[config.mk]
export PLATFORM = sky130hd
export DESIGN_NAME = booth_wallace_multiplier
export DESIGN_NICKNAME = d
export VERILOG_FILES = /design/src/rtl/booth_wallace_multiplier_pkg.sv /design/src/rtl/booth_wallace_multiplier_csa_3to2.sv /design/src/rtl/booth_wallace_multiplier.sv
export SDC_FILE = /design/constraint.sdc
export NUM_CORES = 1
export LEC_CHECK = 0
export BUFFER_PORTS_ARGS = -buffer_cell sky130_fd_sc_hd__buf_2
export CAP_MARGIN = 20
export CORE_MARGIN = 1
export CORE_UTILIZATION = 40
export CTS_CLUSTER_SIZE = 30
export DETAILED_ROUTE_END_ITERATION = 10
export GPL_ROUTABILITY_DRIVEN = 0
export PLACE_DENSITY = 0.6
export SETUP_SLACK_MARGIN = 0.4
export SLEW_MARGIN = 20
export SYNTH_ARGS = -nofsm -noshare
export SYNTH_HDL_FRONTEND = slang
export SYNTH_HIERARCHICAL = 1
export SYNTH_SLANG_ARGS = --single-unit
[constraint.sdc]
create_clock -name clk -period 1.05 [get_ports clk]
set_clock_uncertainty 0.15 [all_clocks]
set_input_delay 0.21 -clock clk [delete_from_list [all_inputs] [get_ports clk]]
set_output_delay 0.21 -clock clk [all_outputs]
set_load 0.005 [all_outputs]
[src/rtl/booth_wallace_multiplier_pkg.sv]
// Shared width, Booth digit flags and Wallace sizing helpers
// for the conv1d signed multiplier.
package booth_wallace_multiplier_pkg;

  localparam int WIDTH_DATA = 16;

  typedef struct packed {
    logic neg;
    logic sel2;
    logic sel1;
  } booth_t;

  localparam booth_t BOOTH_ZERO = '{neg: 1'b0, sel2: 1'b0, sel1: 1'b0};
  localparam booth_t BOOTH_POS1 = '{neg: 1'b0, sel2: 1'b0, sel1: 1'b1};
  localparam booth_t BOOTH_POS2 = '{neg: 1'b0, sel2: 1'b1, sel1: 1'b0};
  localparam booth_t BOOTH_NEG1 = '{neg: 1'b1, sel2: 1'b0, sel1: 1'b1};
  localparam booth_t BOOTH_NEG2 = '{neg: 1'b1, sel2: 1'b1, sel1: 1'b0};

  function automatic booth_t booth_decode(input logic [2:0] trip);
    booth_t d;
    d = BOOTH_ZERO;
    unique case (trip)
      3'b000: d = BOOTH_ZERO;
      3'b001: d = BOOTH_POS1;
      3'b010: d = BOOTH_POS1;
      3'b011: d = BOOTH_POS2;
      3'b100: d = BOOTH_NEG2;
      3'b101: d = BOOTH_NEG1;
      3'b110: d = BOOTH_NEG1;
      3'b111: d = BOOTH_ZERO;
      default: d = BOOTH_ZERO;
    endcase
    return d;
  endfunction

  // Rows left after a given number of 3:2 levels.
  function automatic int wallace_rows(input int n0, input int lvl);
    int r;
    r = n0;
    for (int k = 0; k < lvl; k++) begin
      r = 2 * (r / 3) + (r % 3);
    end
    return r;
  endfunction

  function automatic int wallace_levels(input int n0);
    int r;
    int l;
    r = n0;
    l = 0;
    while (r > 2) begin
      r = 2 * (r / 3) + (r % 3);
      l++;
    end
    return l;
  endfunction

endpackage

[src/rtl/booth_wallace_multiplier_csa_3to2.sv]
// Bit-vector full-adder row: three rows in, sum and
// unshifted carry rows out.
module csa_3to2 #(
  parameter int W = 32
) (
  input  logic [W-1:0] i_a,
  input  logic [W-1:0] i_b,
  input  logic [W-1:0] i_c,
  output logic [W-1:0] o_sum,
  output logic [W-1:0] o_carry
);

  assign o_sum   = i_a ^ i_b ^ i_c;
  assign o_carry = (i_a & i_b) | (i_a & i_c) | (i_b & i_c);

endmodule

[src/rtl/booth_wallace_multiplier.sv]
// Radix-4 Booth / Wallace-tree signed multiplier with a
// single registered product stage.
module booth_wallace_multiplier
  import booth_wallace_multiplier_pkg::*;
#(
  parameter int WIDTH_DATA = booth_wallace_multiplier_pkg::WIDTH_DATA
) (
  input  logic                          clk,
  input  logic                          rst,
  input  logic signed [WIDTH_DATA-1:0]  weight,
  input  logic signed [WIDTH_DATA-1:0]  feature,
  output logic signed [2*WIDTH_DATA-1:0] result_out
);

  localparam int PW  = 2 * WIDTH_DATA;
  localparam int NPP = WIDTH_DATA / 2;
  localparam int NR  = NPP + 1;
  localparam int NL  = wallace_levels(NR);

  logic [WIDTH_DATA:0] w_wext;
  logic [PW-1:0]       w_fext;
  logic [PW-1:0]       w_corr;
  logic [PW-1:0]       w_lvl [0:NL][0:NR-1];
  logic [PW-1:0]       r_result;

  assign w_wext = {weight, 1'b0};
  assign w_fext = {{WIDTH_DATA{feature[WIDTH_DATA-1]}}, feature};

  // Negation is ~m here; the +1 lands in the correction row at bit 2i.
  for (genvar i = 0; i < NPP; i++) begin : g_pp
    booth_t        w_dig;
    logic [PW-1:0] w_mag;
    logic [PW-1:0] w_inv;

    assign w_dig = booth_decode(w_wext[2*i+2:2*i]);
    assign w_mag = w_dig.sel2 ? (w_fext << 1) :
                   w_dig.sel1 ? w_fext : '0;
    assign w_inv = w_dig.neg ? ~w_mag : w_mag;
    assign w_lvl[0][i] = w_inv << (2 * i);
    assign w_corr[2*i] = w_dig.neg;
    assign w_corr[2*i+1] = 1'b0;
  end

  assign w_corr[PW-1:2*NPP] = '0;
  assign w_lvl[0][NPP] = w_corr;

  for (genvar l = 0; l < NL; l++) begin : g_lvl
    localparam int R   = wallace_rows(NR, l);
    localparam int G   = R / 3;
    localparam int REM = R % 3;

    for (genvar g = 0; g < G; g++) begin : g_csa
      logic [PW-1:0] w_sum;
      logic [PW-1:0] w_cy;

      csa_3to2 #(.W(PW)) u_csa (
        .i_a     (w_lvl[l][3*g]),
        .i_b     (w_lvl[l][3*g+1]),
        .i_c     (w_lvl[l][3*g+2]),
        .o_sum   (w_sum),
        .o_carry (w_cy)
      );

      assign w_lvl[l+1][2*g]   = w_sum;
      assign w_lvl[l+1][2*g+1] = {w_cy[PW-2:0], 1'b0};
    end

    for (genvar j = 2 * G; j < NR; j++) begin : g_pass
      if (j < 2 * G + REM) begin : g_keep
        assign w_lvl[l+1][j] = w_lvl[l][3*G+j-2*G];
      end else begin : g_zero
        assign w_lvl[l+1][j] = '0;
      end
    end
  end

  always_ff @(posedge clk or posedge rst) begin
    if (rst) begin
      r_result <= '0;
    end else begin
      r_result <= w_lvl[NL][0] + w_lvl[NL][1];
    end
  end

  assign result_out = r_result;

endmodule

==> results.tsv <==
metric	value	unit
Mean Syn Cell Area	10.5	µm²
Post-synth ARST share	100	%
failing checks	hold timing, setup timing	
critical path type	in -> reg	
Final setup violation count	64	
Required @ worst endpoint	1040	ps
final worst path period need	5160	ps
Final ANT Viol Nets	0	
initial antenna violation count	0	
Cell Area, Synth	0.0101	mm²
area occupied by multi-input gates	0.0108	mm²
Top FF cell, synth	dfrtp_1	
grt ovf	0	
CP Max Fanout	5	
# rows	57	
Initial Util	41.1	%
TritonCTS clock tree	yes	
dpl hpwl	22900	µm
max reg flops	32	
all-layer global routing usage	23.2	%
DRC Markers	0	
Slew Limit Fails	0	
Register Area	801	µm²
Horiz. Die Dim	161	µm
ant diodes	0	
1st-iter DRT viols	531	
via count	8647	
Num CTS Buffers	5	
outcome	finished with violations	
TritonRoute pass-1 iters	6	
Yosys top cell by area	fa_1	
Nets	1655	
Yosys top cell area share	44.7	%
Top Ports	66	
vias per inst	5.16	
# port buffers	65	
CP Launch Type	input port	
final worst slack	-4110	ps
# clock sinks	32	
Unique masters post-synth	44	
vias in the first global route	8896	
number of synthesized flops with an enable pin	0	
cells after synthesis	958	
Max Clk Rate	194	MHz
register area share after synthesis	7.95	%
CORE AREA	0.0245	mm²
placed insts	1607	
largest buffer count on any clock path	2	
largest net degree at the start of global routing	24	
final hold slack	-277	ps
Ys Warns	6	
crit path DAT	5150	ps
Max Cap Viol	0	
H-tree Lvls	2	
worst min path class	in -> async	
RSZ-0062 raised after global routing	true	
total routed wirelength	30000	µm
fin cells	1676	
Fillers	1980	
endpoint type of the worst setup path	register	
Worst-path clk slew	50	ps
Area contributors post-synth	fa_1 45%, xnor2_1 12%, dfrtp_1 7.9%	
area delta synth->final	52.0	%
first-pass GRT wire length	47200	µm
Die Area	0.0258	mm²
final worst path period share	491	%
Hold Fails Final Rpt	32	
Root Driver	clkbuf_16	
Seq cells post-synth	32	
layout cells sized above 1	43.0	%
WL per Instance	17.9	µm
die height	161	µm
Post-Place Setup Slack	-4420	ps
==> kinds of logic (layout without fill, tap and decap cells) <==
logic type	count (synthesis)	count (layout)	synth area share [%]
adder cells (fa/ha/maj)	269	269	50.2
AND/OR/NAND/NOR	186	186	10.3
flip-flops	32	32	7.95
AO/OA/AOI/OAI	220	220	12.9
other	1	86	0.0372
XOR/XNOR	147	147	12.8
multiplexers	29	32	2.98
buffers and inverters	74	380	2.86
==> final timing paths <==
path / start / endpoint / cells past startpoint
min in group clk: result_out[14] / result_out[14] / 1
max in group asynchronous: rst / result_out[9] / 3
hold / removal: rst / result_out[24] / 2
setup / recovery: weight[1] / result_out[28] / 22
==> final cells by class <==
type	instances	share of cell area (%)
clock buffer	7	0.997
inverter	19	0.539
multi-input combinational	940	70.8
sequential	32	5.23
tap	324	2.65
timing repair buffer	354	19.8
==> critical path, stage by stage <==
cell     delay [ps]
buf_8            80
buf_6           100
inv_8            30
ha_4            160
mux2i_4         210
buf_12          140
buf_16          110
and3_4          180
a21oi_2          40
xnor2_1         210
fa_1            500
fa_1            520
fa_1            450
fa_2            630
ha_4            240
and4_4          190
and3_4          180
a221o_1         350
a31oi_4         190
and3_4          230
o31ai_2          60
xor2_1          140
==> synthesized netlist by cell type, types with 2 or more instances <==
cell type,number
a211oi_1,7
a21o_1,13
a21oi_1,133
a221o_1,2
a22o_1,14
a31oi_1,3
and2_1,3
and3_1,109
buf_2,8
clkbuf_1,47
dfrtp_1,32
fa_1,225
ha_1,44
inv_1,19
mux2_2,8
mux2i_1,21
nand2_1,24
nand2b_1,2
nand3_1,15
nand4_1,2
nor2_1,23
nor2b_1,4
o21a_1,5
o21ai_0,25
o21ai_1,2
o21bai_1,4
o31ai_2,2
xnor2_1,137
xor2_1,10
==> cell usage in the layout, fill, tap and decap left out, types with 6 or more instances in the layout <==
master,Yosys,final
o21ai_0,25,10
nor2_1,23,12
nand2_2,0,8
buf_6,0,31
inv_2,0,6
mux2i_1,21,15
a21oi_2,0,29
and3_4,1,14
conb_1,1,86
xnor2_2,0,19
a21oi_1,133,93
inv_1,19,11
and3_1,109,96
ha_4,0,33
nand3_1,15,12
buf_12,0,27
ha_1,44,7
a21o_1,13,13
a22o_1,14,14
xor2_1,10,9
xnor2_1,137,114
buf_4,0,234
nor2_4,0,7
a21oi_4,0,11
dfrtp_1,32,32
fa_2,0,19
mux2_4,0,8
o21ai_4,0,7
fa_1,225,206
buf_2,8,57
nand2_1,24,15
==> per-layer routing <==
| metal | vias to the layer above | track usage, % | part of all wire [%] |
|---|---|---|---|
| li1 | 3989 | - | - |
| met1 | 4363 | 34.1 | 47 |
| met2 | 264 | 37.1 | 46 |
| met3 | 31 | 2.30 | 5.3 |
| met4 | 0 | 4.93 | 1.4 |
| met5 | - | 0 | 0 |
==> what timing repair did <==
action / CTS / global route
cloned: 5 / 1
resized for setup: 118 / 91
endpoints found under the setup margin: 64 / 64
setup buffers: 33 / 23
endpoints found under the hold margin: 32 / 32
pin swaps: 91 / 129
==> through the flow <==
stage / hold WS [ps] / TNS (ps) / utilization (%) / area, µm²
after global routing: -262 / -122840 / 62.4 / 15300
final: -277 / -118180 / 62.4 / 15300
after CTS: -276 / -116290 / 59.7 / 14600
after global placement: 8.62 / -126530 / 55.1 / 13500
after floorplan: -11.6 / -112080 / - / 11300
after detailed placement: 5.83 / -127610 / 55.1 / 13500
Power is left out: the tool's default activity adds up to more than one toggle a clock period on the data nets, which glitch-free logic cannot reach.
